`config.mk`:
```
export PLATFORM = sky130hd
export DESIGN_NAME = load_store_unit
export DESIGN_NICKNAME = d
export VERILOG_FILES = /design/src/rtl/lsu_pkg.sv /design/src/rtl/lsu_lane_ops.sv /design/src/rtl/load_store_unit.sv
export SDC_FILE = /design/constraint.sdc
export NUM_CORES = 1
export LEC_CHECK = 0
export ABC_AREA = 1
export ABC_CLOCK_PERIOD_IN_PS = 2700
export CORE_MARGIN = 5
export CORE_UTILIZATION = 40
export DETAILED_ROUTE_END_ITERATION = 10
export PLACE_DENSITY = 0.77
export SYNTH_ARGS = -nofsm -noshare
export SYNTH_HDL_FRONTEND = slang
export SYNTH_SLANG_ARGS = --single-unit
```
`constraint.sdc`:
```
create_clock -name clock -period 2.7 [get_ports clock]
set_clock_uncertainty 0.1 [all_clocks]
set_input_delay 0.405 -clock clock [delete_from_list [all_inputs] [get_ports clock]]
set_output_delay 0.405 -clock clock [all_outputs]
set_load 0.01 [all_outputs]
```
`src/rtl/lsu_pkg.sv`:
```
// Shared definitions for the load/store unit.
//   size_e          : request size encodings (byte, half, word, illegal)
//   state_e         : sequencing FSM states
//   lsu_req_t       : request fields latched on the accept edge
//   is_misaligned() : illegal size or a half/word access off its natural boundary
package lsu_pkg;

   localparam logic [15:0] MMIO_REGION_DEFAULT = 16'hffff;

   typedef enum logic [1:0] {
      SIZE_BYTE    = 2'b00,
      SIZE_HALF    = 2'b01,
      SIZE_ILLEGAL = 2'b10,
      SIZE_WORD    = 2'b11
   } size_e;

   typedef enum logic [1:0] {
      IDLE = 2'd0,
      RD   = 2'd1,
      WR   = 2'd2,
      DONE = 2'd3
   } state_e;

   typedef struct packed {
      logic        we;
      size_e       size;
      logic        sign_ext;
      logic [31:0] addr;
      logic [31:0] wdata;
   } lsu_req_t;

   function automatic logic is_misaligned(input size_e size, input logic [1:0] offset);
      case (size)
         SIZE_ILLEGAL: return 1'b1;
         SIZE_HALF:    return offset[0];
         SIZE_WORD:    return offset != 2'b00;
         default:      return 1'b0;
      endcase
   endfunction

endpackage

```
`src/rtl/lsu_lane_ops.sv`:
```
// Big-endian byte-lane helpers for the load/store unit (purely combinational).
//   size, sign_ext, offset : access descriptor (offset = addr[1:0])
//   word                   : full memory word the access refers to
//   wdata                  : right-justified store data
//   load_data              : selected lane, zero- or sign-extended (word unchanged)
//   lane_data              : store data moved into its lane, all other bytes 0
//   merged_data            : word with only the target lane replaced by store data
module lsu_lane_ops
   import lsu_pkg::*;
(
   input  size_e       size,
   input  logic        sign_ext,
   input  logic [1:0]  offset,
   input  logic [31:0] word,
   input  logic [31:0] wdata,
   output logic [31:0] load_data,
   output logic [31:0] lane_data,
   output logic [31:0] merged_data
);

   logic [4:0]  shift;
   logic [31:0] mask;
   logic [31:0] shifted;

   always_comb begin
      // NOTE: every output gets a default first so no path leaves a value held, which would infer a latch.
      shift = 5'd0;
      mask  = 32'hFFFF_FFFF;
      case (size)
         // Byte k sits at bits [31-8k:24-8k]: shift right by (3-k)*8, i.e. ~k * 8.
         SIZE_BYTE: begin
            shift = {~offset, 3'b000};
            mask  = 32'h0000_00FF << shift;
         end
         // Half at offset 0 is the upper half, offset 2 the lower half.
         SIZE_HALF: begin
            shift = {~offset[1], 4'b0000};
            mask  = 32'h0000_FFFF << shift;
         end
         default: begin
            shift = 5'd0;
            mask  = 32'hFFFF_FFFF;
         end
      endcase

      shifted = word >> shift;
      case (size)
         SIZE_BYTE: load_data = {{24{sign_ext & shifted[7]}}, shifted[7:0]};
         SIZE_HALF: load_data = {{16{sign_ext & shifted[15]}}, shifted[15:0]};
         default:   load_data = word;
      endcase

      lane_data   = (wdata << shift) & mask;
      merged_data = (word & ~mask) | lane_data;
   end

endmodule

```
`src/rtl/load_store_unit.sv`:
```
// Load/store unit between the pipeline and a single-cycle data-memory word port.
//   clock, reset                 : rising-edge clock, synchronous active-low reset
//   req_*_in / req_ready_out     : request handshake (accepted in IDLE when valid)
//   resp_valid_out/rdata/err     : one-cycle completion pulse with load data or error flag
//   mem_*_out / mem_readdata_in  : word-wide memory port, read data returned in the same cycle
// Sub-word stores outside MMIO_REGION do read-modify-write; inside it they write
// the lane directly so a side-effecting serial register is never read.
module load_store_unit
   import lsu_pkg::*;
#(
   parameter logic [15:0] MMIO_REGION = MMIO_REGION_DEFAULT
)(
   input  logic        clock,
   input  logic        reset,
   input  logic        req_valid_in,
   output logic        req_ready_out,
   input  logic        req_we_in,
   input  logic [1:0]  req_size_in,
   input  logic        req_signed_in,
   input  logic [31:0] req_addr_in,
   input  logic [31:0] req_wdata_in,
   output logic        resp_valid_out,
   output logic [31:0] resp_rdata_out,
   output logic        resp_err_out,
   output logic [31:0] mem_addr_out,
   output logic [31:0] mem_writedata_out,
   output logic        mem_re_out,
   output logic        mem_we_out,
   output logic [1:0]  mem_size_out,
   input  logic [31:0] mem_readdata_in
);

   state_e      state, state_next;
   lsu_req_t    req;
   logic        err_q;
   logic [31:0] captured;

   logic [31:0] load_data, lane_data, merged_data;
   logic        accept, req_err, req_mmio, latched_mmio, latched_word;

   assign accept       = (state == IDLE) && req_valid_in;
   assign req_err      = is_misaligned(size_e'(req_size_in), req_addr_in[1:0]);
   assign req_mmio     = req_addr_in[31:16] == MMIO_REGION;
   assign latched_mmio = req.addr[31:16] == MMIO_REGION;
   assign latched_word = req.size == SIZE_WORD;

   lsu_lane_ops u_lane_ops (
      .size        (req.size),
      .sign_ext    (req.sign_ext),
      .offset      (req.addr[1:0]),
      .word        (captured),
      .wdata       (req.wdata),
      .load_data   (load_data),
      .lane_data   (lane_data),
      .merged_data (merged_data)
   );

   always_ff @(posedge clock) begin
      // NOTE: state registers use non-blocking assignments so every flop samples pre-edge values.
      if (!reset) begin
         state    <= IDLE;
         req      <= '0;
         err_q    <= 1'b0;
         captured <= '0;
      end else begin
         state <= state_next;
         if (accept) begin
            req.we       <= req_we_in;
            req.size     <= size_e'(req_size_in);
            req.sign_ext <= req_signed_in;
            req.addr     <= req_addr_in;
            req.wdata    <= req_wdata_in;
            err_q        <= req_err;
         end
         if (state == RD) captured <= mem_readdata_in;
      end
   end

   always_comb begin
      state_next        = state;
      req_ready_out     = 1'b0;
      mem_re_out        = 1'b0;
      mem_we_out        = 1'b0;
      mem_addr_out      = 32'd0;
      mem_writedata_out = 32'd0;
      resp_valid_out    = 1'b0;
      resp_err_out      = 1'b0;
      resp_rdata_out    = 32'd0;
      case (state)
         IDLE: begin
            req_ready_out = 1'b1;
            if (req_valid_in) begin
               if (req_err)
                  state_next = DONE;
               else if (!req_we_in)
                  state_next = RD;
               else if (size_e'(req_size_in) == SIZE_WORD || req_mmio)
                  state_next = WR;
               else
                  state_next = RD;
            end
         end
         RD: begin
            // Strobes are gated by reset so an aborted access never reaches memory.
            mem_re_out   = reset;
            mem_addr_out = {req.addr[31:2], 2'b00};
            state_next   = req.we ? WR : DONE;
         end
         WR: begin
            mem_we_out        = reset;
            mem_addr_out      = {req.addr[31:2], 2'b00};
            mem_writedata_out = (latched_word || latched_mmio) ? lane_data : merged_data;
            state_next        = DONE;
         end
         DONE: begin
            resp_valid_out = reset;
            resp_err_out   = err_q;
            resp_rdata_out = (!req.we && !err_q) ? load_data : 32'd0;
            state_next     = IDLE;
         end
         default: state_next = IDLE;
      endcase
   end

   assign mem_size_out = 2'b11;

endmodule

```
==> impl_summary.txt <==
----------------------------------------------------
[Status]
  Run status ... finished clean

[Timing]
  Final hold vios ... 0
  Minimum period implied by the final worst setup slack ... 2.62 ns
  Final setup TNS ... 0 ns
  Post-route clock period utilization ... 0.971
  Unrepaired setup endpoints after global routing ... true
  Endpoints failing setup ... 0
  F_max ... 0.381 GHz
  Final max-slew violation count ... 0
  Setup slack after layout ... 0.0784 ns

[Clock network]
  Reg clk slew, reported paths ... roughly 0.07 ns
  Max clock buf depth ... 2
  # hold bufs at CTS ... 0
  Clock root cell ... clkbuf_16
  CTS sink cnt ... 103
  Number of H-tree levels ... 3
  Skew-Pair Late Insertion Delay ... 0.35 ns
  Clock tree from TritonCTS ... done
  Number of buffers added by the clock tree synthesis step ... 9

[Synth]
  Netlist Area Pre-Place ... between 6000 and 7000 um^2
  Count of flip-flops with a built-in enable after synthesis ... 0
  Cell count after synthesis ... between 900 and 1000
  #FFs+latches synth ... roughly 100
  Syn avg cell area ... around 6.2 um^2
  Share of the yosys chip area belonging to registers ... 0.336
  Yosys warning total ... 0
  Number of unique standard cell types used by synthesis ... 34
  Commonest cells post-synth ... nor2_1, nand2_1, o21ai_0
  Most numerous cell in the Yosys netlist ... nor2_1
  Top post-synthesis cells by area ... dfxtp_1, o21ai_0, nor2_1
  Commonest register cell after synthesis ... dfxtp_1
  Async set or reset register ratio after synthesis ... 0
  Largest area contributor in the synthesized netlist ... dfxtp_1
  Fraction of post-synthesis cell area in the top cell type by area ... 0.336

[Worst setup path]
  Gate family responsible for the most delay along the worst path ... buffers and inverters
  CP Data Arrival Time ... 2.12 ns
  Critical path capture point type ... primary output
  Combined buffer and inverter count along the critical path ... 3
  Highest-delay cell along the critical path ... dfxtp_2
  Maximum single-stage delay on the critical path ... 0.40 ns
  CP Cell Sequence ... nor2_8 -> buf_4 -> nand3b_1 -> nand3_1 -> nand3_1 -> nand2_2 -> buf_4 -> a21oi_1 -> dlygate4sd2_1
  Kind of critical path ... reg -> out
  Critical path launch point type ... flip-flop
  Required time worst endpoint ... 2.19 ns
  Highest net fanout along the worst path ... 12

[Floorplan]
  Die area ... roughly 18000 um^2
  Number of rows in the core area ... 45
  Die Wd ... 134 um
  Number of top-level pins ... 206
  Die height ... 134 um
  Initial Util ... 0.406
  Floorplan core area ... 15100 um^2

[Global route]
  Vias in the first global route ... 6461
  Global-route wire length before repair ... around 34000 um
  Pin count of the biggest net entering global routing ... 85
  Overall track demand over capacity in global routing ... 0.236
  Antenna violations before repair ... 0
  Total congestion overflow ... 0

[Routing]
  Drc violations ... 0
  Via count ... 7020
  Sum of met2 wire segment lengths after detailed routing ... 9990 um
  Number of vias per cell after detailed routing ... 5.17
  Wire length the detailed router placed on met1 ... 9400 um
  Remaining antenna violation count after routing ... 0
  WL final ... 21800 um
  Detail Route met3 WL ... between 1500 and 2000 um
  Number of DRC markers after the initial detailed-route iteration ... 778
  Highest signal layer in the routed design ... met4
  Iteration count of the initial detailed-routing pass ... 6
  Routed len/inst ... 16.0 um

[Layout]
  Proportion of layout cells with a drive suffix above 1 ... 0.0880
  Area Overhead vs Synth ... 42.8%
  Post-layout net count ... 1273
  N_diodes ... 0

[Placement]
  Port Buffer Count ... 201
  Global placement routability congestion ... 0.948
  Post-DP HPWL ... 16100 um
  Pre-CTS setup slack ... 0.0542 ns

[Job]
  Max_cap viols ... 0

[Power]
  Post-layout total power ... ~6.5 mW
  Power per Cell Area ... 739 nW/um^2
  VDD IR max ... 0.000417 V
  Static Leak ... 4.01 nW

[Worst hold path]
  Type of the tightest min-delay check ... in -> reg

----------------------------------------------------
[placed cells by master, fill, tap and decap left out, types with 5 or more instances in the layout]
master / netlist / final
a21oi_1: 78 / 76
a21oi_2: 10 / 12
buf_12: 0 / 6
buf_4: 7 / 31
clkbuf_16: 0 / 9
clkdlybuf4s50_1: 0 / 137
dfxtp_1: 103 / 101
dlygate4sd2_1: 0 / 52
dlymetal6s2s_1: 0 / 7
inv_1: 80 / 78
inv_2: 4 / 5
nand2_1: 180 / 178
nand3_1: 61 / 61
nand4_1: 11 / 11
nor2_1: 187 / 185
o211ai_1: 5 / 5
o211ai_2: 7 / 7
o21ai_0: 150 / 150
[final cells by class]
class                   count  area (um^2)
well taps                 188          235
repair buffers            242         2360
inverters                  86          332
flip-flops and latches    103         2060
clock buffers              10          229
clock inverters             5         81.3
fillers                  1488         6380
multi-input cells         724         3460
[layer usage]
layer	track usage	vias to the layer above
met5	0	-
met4	0.0657	0
met3	0.0698	37
met2	0.376	274
met1	0.312	3161
li1	-	3548
[metrics by stage]
stage	instance area, um^2	hold WS, ns	utilization	std cells
3_5_place_dp	8340	0.351	0.550	1333
3_3_place_gp	8340	0.348	0.550	1333
5_1_grt	8770	0.301	0.579	1358
2_1_floorplan	6150	0.330	-	986
6_report	8770	0.269	0.579	1358
4_1_cts	8710	0.262	0.575	1358
[registers in the layout, summed over array words and instances, names as in the netlist]
register	flops
req	68
err_q	1
state	2
captured	32
[repair_timing]
action | CTS | global route
pin swaps | 5 | 1
gates cloned | 1 | 0
resized for setup | 71 | 20
setup endpoints to repair | 65 | 25
buffers inserted | 9 | 0
[worst paths after layout]
path / from / to / slack [ns] / depth (start not counted)
max: req[65] / resp_rdata_out[14] / 0.08 / 9
min: reset / req[62] / 0.27 / 3
max reg2reg: state[0] / state[1] / 0.71 / 8
min reg2reg: req[30] / req[30] / 0.36 / 2
[report_power, final]
part	internal (mW)	switching, mW
clock network	0.810	0.587
registers	1.85	0.350
logic	1.17	1.72
[logic make-up after synthesis]
kind of cell,count (synthesis),share of synthesized area
adders and majority gates,4,0.00815
buffers and inverters,160,0.112
other,2,0.00122
AOI/OAI and AO/OA,257,0.229
and+or+nand+nor,458,0.314
DFF,103,0.336
[worst register-to-register path: stages (launching register included)]
cell and delay, ns:
dfxtp_1 0.34, inv_1 0.12, ha_1 0.28, nand2_2 0.11, clkinv_1 0.07, buf_4 0.24, buf_4 0.40, nand3_1 0.14
a21oi_1 0.12
No activity file was read; power rests on OpenSTA's default activity.
